===== src/rtl/disp_degamma_pwl.sv =====
// disp_degamma_pwl: 3-cycle 32-segment PWL degamma with a frame-synchronous double-buffered LUT.
// Define DEGAMMA_BYPASS_EN to add a per-pixel bypass input (x << (OW-DW)).
module disp_degamma_pwl #(
  parameter int DW = 10,
  parameter int OW = 12,
  parameter int SEG_BITS = 5
) (
  input  logic          clk,
  input  logic          rst,
  input  logic          vsync_in,
  input  logic          hsync_in,
  input  logic          de_in,
  input  logic          vde_in,
  input  logic          vbk_in,
  input  logic          frame_end_in,
  input  logic [DW-1:0] r_in,
  input  logic [DW-1:0] g_in,
  input  logic [DW-1:0] b_in,
  output logic          vsync_out,
  output logic          hsync_out,
  output logic          de_out,
  output logic          vde_out,
  output logic          vbk_out,
  output logic          frame_end_out,
  output logic [OW-1:0] r_out,
  output logic [OW-1:0] g_out,
  output logic [OW-1:0] b_out,
  input  logic          lut_wr_en,
  input  logic [5:0]    lut_wr_addr,
  input  logic [OW-1:0] lut_wr_data,
  input  logic          lut_commit,
  output logic          lut_pending
`ifdef DEGAMMA_BYPASS_EN
  ,input logic          bypass
`endif
);
  localparam int FRAC_W = DW - SEG_BITS;
  localparam int N = (1 << SEG_BITS) + 1;
  localparam int PW = OW + FRAC_W + 2;
  localparam logic signed [PW-1:0] HALF = PW'(1 << (FRAC_W - 1));
  typedef enum logic {IDLE, ARMED} state_t;
  state_t state;
  logic [OW-1:0] active [N];
  logic [OW-1:0] shadow [N];
  logic [DW-1:0] x [3];
  logic [OW-1:0] bx [3];
  logic [SEG_BITS:0] ia [3], ib [3];
  logic signed [OW:0] dd [3];
  logic signed [PW-1:0] pc [3], sh [3], p2 [3];
  logic [OW-1:0] a1 [3], b1 [3], a2 [3], yc [3], y3 [3];
  logic [FRAC_W-1:0] f1 [3];
  logic [5:0] tm1, tm2, tm3;
  logic bp;
  logic swap;
`ifdef DEGAMMA_BYPASS_EN
  assign bp = bypass;
`else
  assign bp = 1'b0;
`endif
  function automatic logic [OW-1:0] ident(input int k);
    ident = (k << (OW - SEG_BITS)) > ((1 << OW) - 1) ? OW'((1 << OW) - 1) : OW'(k << (OW - SEG_BITS));
  endfunction
  assign x[0] = r_in;
  assign x[1] = g_in;
  assign x[2] = b_in;
  always_comb begin
    for (int c = 0; c < 3; c++) begin
      ia[c] = {1'b0, x[c][DW-1:FRAC_W]};
      ib[c] = ia[c] + (SEG_BITS+1)'(1);
      bx[c] = OW'(x[c]) << (OW - DW);
      dd[c] = $signed({1'b0, b1[c]}) - $signed({1'b0, a1[c]});
      pc[c] = PW'(dd[c]) * $signed(PW'({1'b0, f1[c]}));
      sh[c] = (p2[c] + HALF) >>> FRAC_W;
      yc[c] = a2[c] + sh[c][OW-1:0];
    end
  end
  // Endpoints are fetched at S1 so pixels already in flight keep the old curve across a swap.
  always_ff @(posedge clk or posedge rst) begin
    if (rst) begin
      tm1 <= '0;
      tm2 <= '0;
      tm3 <= '0;
      for (int c = 0; c < 3; c++) begin
        a1[c] <= '0;
        b1[c] <= '0;
        f1[c] <= '0;
        a2[c] <= '0;
        p2[c] <= '0;
        y3[c] <= '0;
      end
    end else begin
      tm1 <= {vsync_in, hsync_in, de_in, vde_in, vbk_in, frame_end_in};
      tm2 <= tm1;
      tm3 <= tm2;
      for (int c = 0; c < 3; c++) begin
        a1[c] <= bp ? bx[c] : active[ia[c]];
        b1[c] <= bp ? bx[c] : active[ib[c]];
        f1[c] <= x[c][FRAC_W-1:0];
        a2[c] <= a1[c];
        p2[c] <= pc[c];
        y3[c] <= tm2[3] ? yc[c] : '0;
      end
    end
  end
  assign swap = frame_end_in && (state == ARMED || lut_commit);
  always_ff @(posedge clk or posedge rst) begin
    if (rst) begin
      state <= IDLE;
      lut_pending <= 1'b0;
      for (int k = 0; k < N; k++) begin
        active[k] <= ident(k);
        shadow[k] <= ident(k);
      end
    end else begin
      if (lut_wr_en && lut_wr_addr <= 6'(N - 1))
        shadow[lut_wr_addr] <= lut_wr_data;
      if (swap) begin
        active <= shadow;
        state <= IDLE;
        lut_pending <= 1'b0;
      end else if (lut_commit) begin
        state <= ARMED;
        lut_pending <= 1'b1;
      end
    end
  end
  assign {vsync_out, hsync_out, de_out, vde_out, vbk_out, frame_end_out} = tm3;
  assign r_out = y3[0];
  assign g_out = y3[1];
  assign b_out = y3[2];
endmodule


===== config.mk =====
export PLATFORM = sky130hd
export DESIGN_NAME = disp_degamma_pwl
export DESIGN_NICKNAME = d
export VERILOG_FILES = /design/src/rtl/disp_degamma_pwl.sv
export SDC_FILE = /design/constraint.sdc
export NUM_CORES = 2
export LEC_CHECK = 0
export CORE_ASPECT_RATIO = 0.5
export CORE_MARGIN = 4
export CORE_UTILIZATION = 55
export CTS_CLUSTER_SIZE = 14
export DETAILED_ROUTE_END_ITERATION = 10
export PLACE_DENSITY = 0.77
export SYNTH_ARGS = -nofsm -noshare
export SYNTH_HDL_FRONTEND = slang
export SYNTH_SLANG_ARGS = --single-unit

===== constraint.sdc =====
create_clock -name clk -period 90.5 [get_ports clk]
set_input_delay 9.05 -clock clk [delete_from_list [all_inputs] [get_ports clk]]
set_output_delay 9.05 -clock clk [all_outputs]
set_load 0.02 [all_outputs]

==> metrics <==
Die Width just under 500 um; number of cells in the finished layout apart from fillers approximately 5900; data required time of the critical path a little over 90000 ps; pin count of the biggest net entering global routing a little over 90; sequential cell area ~25000 um2; placed inst area 66140 um2; Worst Setup End Kind flop; most frequently used cell type in the post-synthesis netlist sky130_fd_sc_hd__mux2_2; flip-flop cell with the highest count after synthesis sky130_fd_sc_hd__dfrtp_1; number of antenna violations at the first check in global routing 19; hold path endpoint tm2[5]; worst reg-to-reg path cell count 23; top-area cell type share of the netlist area 32.39%; wirelength, routed 179.9 mm; capturing point of the worst reg2reg path p2[54]; H-tree levels 3; worst setup skew after layout ~60 ps; Detailed Route Iter0 Violations between 4000 and 5000; number of maximum-capacitance constraint violations 0; sequential fraction of the synthesis area 39.98%; run status completed; synthesis-to-layout area growth 8.800%; die boundary height about 250 um; unrepaired setup endpoints after global routing false; clock buffers created by TritonCTS 93; final clock period utilization by the worst path between 10 and 15%; Final Worst Setup Slack ~78000 ps; final setup violation count 0; Post-Synthesis Net Count between 4000 and 5000; top fanout value on the critical path 74; gate count after technology mapping roughly 4400; DRC Markers 0; First-pass DRT Iterations 5; final number of max-transition violations 0; footprint of the multi-input gates around 36000 um2; number of storage elements in the synthesis netlist a little over 1000; Worst R2R Setup Slack 84480 ps; overflow left after global routing 0; PnR Total Power around 2.4 mW; type of the tightest min-delay check reg -> reg; DP Cell Count 5756; Hold Fails Final Rpt 0; clock-pin slew on the worst setup and hold paths about 60 ps; latest clock arrival within the worst-skew pair ~750 ps; final estimated routing congestion in global placement 0.9229; Mapped Area between 60000 and 70000 um2; peak supply drop just over 0.00004 V; fraction of layout cells with a size suffix above 1 45.54%; Final nets about 4700; CTS hold repair buffers 0; area of the core around 110000 um2; number of top-level pins slightly above 100; wire length of the first global-routing pass 272.1 mm; CTS root buf sky130_fd_sc_hd__clkbuf_16; worst hold path startpoint tm1[5]; instance count along the most critical hold path 0; Slew headroom about a tenth; quantity of gates resized following cts 0; total number of vias just over 40000; number of enable flip-flop cells after synthesis 0; reg2reg start a1[25]; nature of the critical path startpoint input pin; syn_area_per_cell 14.59 um2; Fill cells approximately 8300; Final min period ~13000 ps; total power per unit cell area between 30 and 40 nW/um2; area of the die roughly 120000 um2; Leakage Power approximately 30 nW; HPWL reported at the end of detailed placement 119.0 mm; slew of the pin with the lowest slew margin between 1000 and 1500 ps; maximum clock insertion buffer count 3; Via-to-Cell Ratio roughly 6.9; gr usage total 29.97%; clock tree from TritonCTS built; f_max 77.70 MHz; vias in the first global route approximately 42000; total number of placement rows 87; share of synthesized flip-flops with an asynchronous set or reset 100.0%; commonest cells in the netlist 832 x sky130_fd_sc_hd__mux2_2, 825 x sky130_fd_sc_hd__dfrtp_1, 716 x sky130_fd_sc_hd__mux4_2; post-synth top area cell sky130_fd_sc_hd__dfrtp_1; worst setup path category in -> reg; Setup Fix Bufs, Post-CTS 0; number of distinct library cell variants in the gate-level netlist after synthesis 60; # clock sinks between 1000 and 1500; data arrival at the endpoint of the critical path between 10000 and 15000 ps; Ys Warns 0; finished layout cell area ~69000 um2; antenna-violating nets left 0; largest cells by area after synthesis sky130_fd_sc_hd__dfrtp_1 32%, sky130_fd_sc_hd__mux4_2 25%, sky130_fd_sc_hd__mux2_2 15%; wire length per cell slightly above 30 um; effective utilization at floorplan between 50% and 60%; IO buf count 100; worst slack at placement 76820 ps; post-route setup TNS 0 ps
## worst max-delay path by stage
stage	slack, ps	start	cells past startpoint	endpoint
2_1_floorplan	53360	rst	1	a1[0]
3_3_place_gp	76960	rst	6	shadow[382]
3_5_place_dp	76820	rst	6	shadow[382]
4_1_cts	77600	rst	6	shadow[245]
5_1_grt	77080	rst	6	active[389]
6_report	77630	lut_commit	7	active[52]
## flip-flops by register name, indices dropped and copies added (netlist names)
signal / cells
r_out: 12
tm3: 6
f1: 15
a1: 36
p2: 39
b1: 36
tm2: 6
g_out: 12
b_out: 12
active: 396
shadow: 396
tm1: 6
state: 1
a2: 36
## kinds of logic (layout without fill, tap and decap cells)
| family | after synthesis | in the layout | synth area share, % |
|---|---|---|---|
| multiplexers | 1595 | 1595 | 40.84 |
| flip-flops | 1009 | 1009 | 39.98 |
| AND/OR/NAND/NOR | 580 | 580 | 4.788 |
| buffers and inverters | 550 | 603 | 3.638 |
| adder cells (fa/ha/maj) | 273 | 273 | 6.738 |
| AO/OA/AOI/OAI | 229 | 229 | 2.211 |
| XOR/XNOR | 131 | 131 | 1.800 |
| other | 0 | 9 | 0 |
## layer usage
layer | global-route usage (%) | vias to the layer above | wire length (um)
met5 | 0 | - | 66
met4 | 11.65 | 10 | 8010
met3 | 12.39 | 475 | 23800
met2 | 43.51 | 2244 | 79540
met1 | 40.48 | 21616 | 68450
li1 | - | 16477 | -
## placed cells by master (no fill, tap or decap), types with 49 or more instances in the layout
master	count
sky130_fd_sc_hd__fa_1	117
sky130_fd_sc_hd__dfrtp_1	825
sky130_fd_sc_hd__mux4_2	716
sky130_fd_sc_hd__nor2_1	68
sky130_fd_sc_hd__nand2_1	137
sky130_fd_sc_hd__clkbuf_16	96
sky130_fd_sc_hd__xnor2_1	92
sky130_fd_sc_hd__inv_1	242
sky130_fd_sc_hd__nor2b_1	49
sky130_fd_sc_hd__ha_1	153
sky130_fd_sc_hd__and2_1	137
sky130_fd_sc_hd__dfstp_2	184
sky130_fd_sc_hd__o21ai_0	72
sky130_fd_sc_hd__a21oi_1	56
sky130_fd_sc_hd__clkdlybuf4s50_1	87
sky130_fd_sc_hd__buf_4	86
sky130_fd_sc_hd__mux2_2	832
## cell type report
type                    count  share of cell area, %
diodes                      9                0.03248
repair buffers            184                  2.324
well taps                1513                  2.730
multi-input cells        2808                  52.28
flip-flops and latches   1009                  36.75
clock buffers             146                  3.995
clock inverters            30                 0.5666
inverters                 243                  1.326
## metrics by stage
step,util (%),hold WS (ps)
2_1_floorplan,-,331.2
3_3_place_gp,58.09,332.6
3_5_place_dp,58.09,336.4
4_1_cts,60.87,350.0
5_1_grt,60.88,353.5
6_report,60.90,348.5
## critical path, cell delays in order
cell and delay (ps):
sky130_fd_sc_hd__clkdlybuf4s50_1 470, sky130_fd_sc_hd__o21ai_4 150, sky130_fd_sc_hd__buf_4 610, sky130_fd_sc_hd__buf_4 860, sky130_fd_sc_hd__buf_4 760, sky130_fd_sc_hd__buf_4 910, sky130_fd_sc_hd__mux2_2 420
## where the power goes
group | switching (mW) | internal, mW
combinational | 0.704 | 0.659
sequential | 0.103 | 0.563
clock | 0.183 | 0.229
Note: power is estimated with default switching activity, not from simulation.
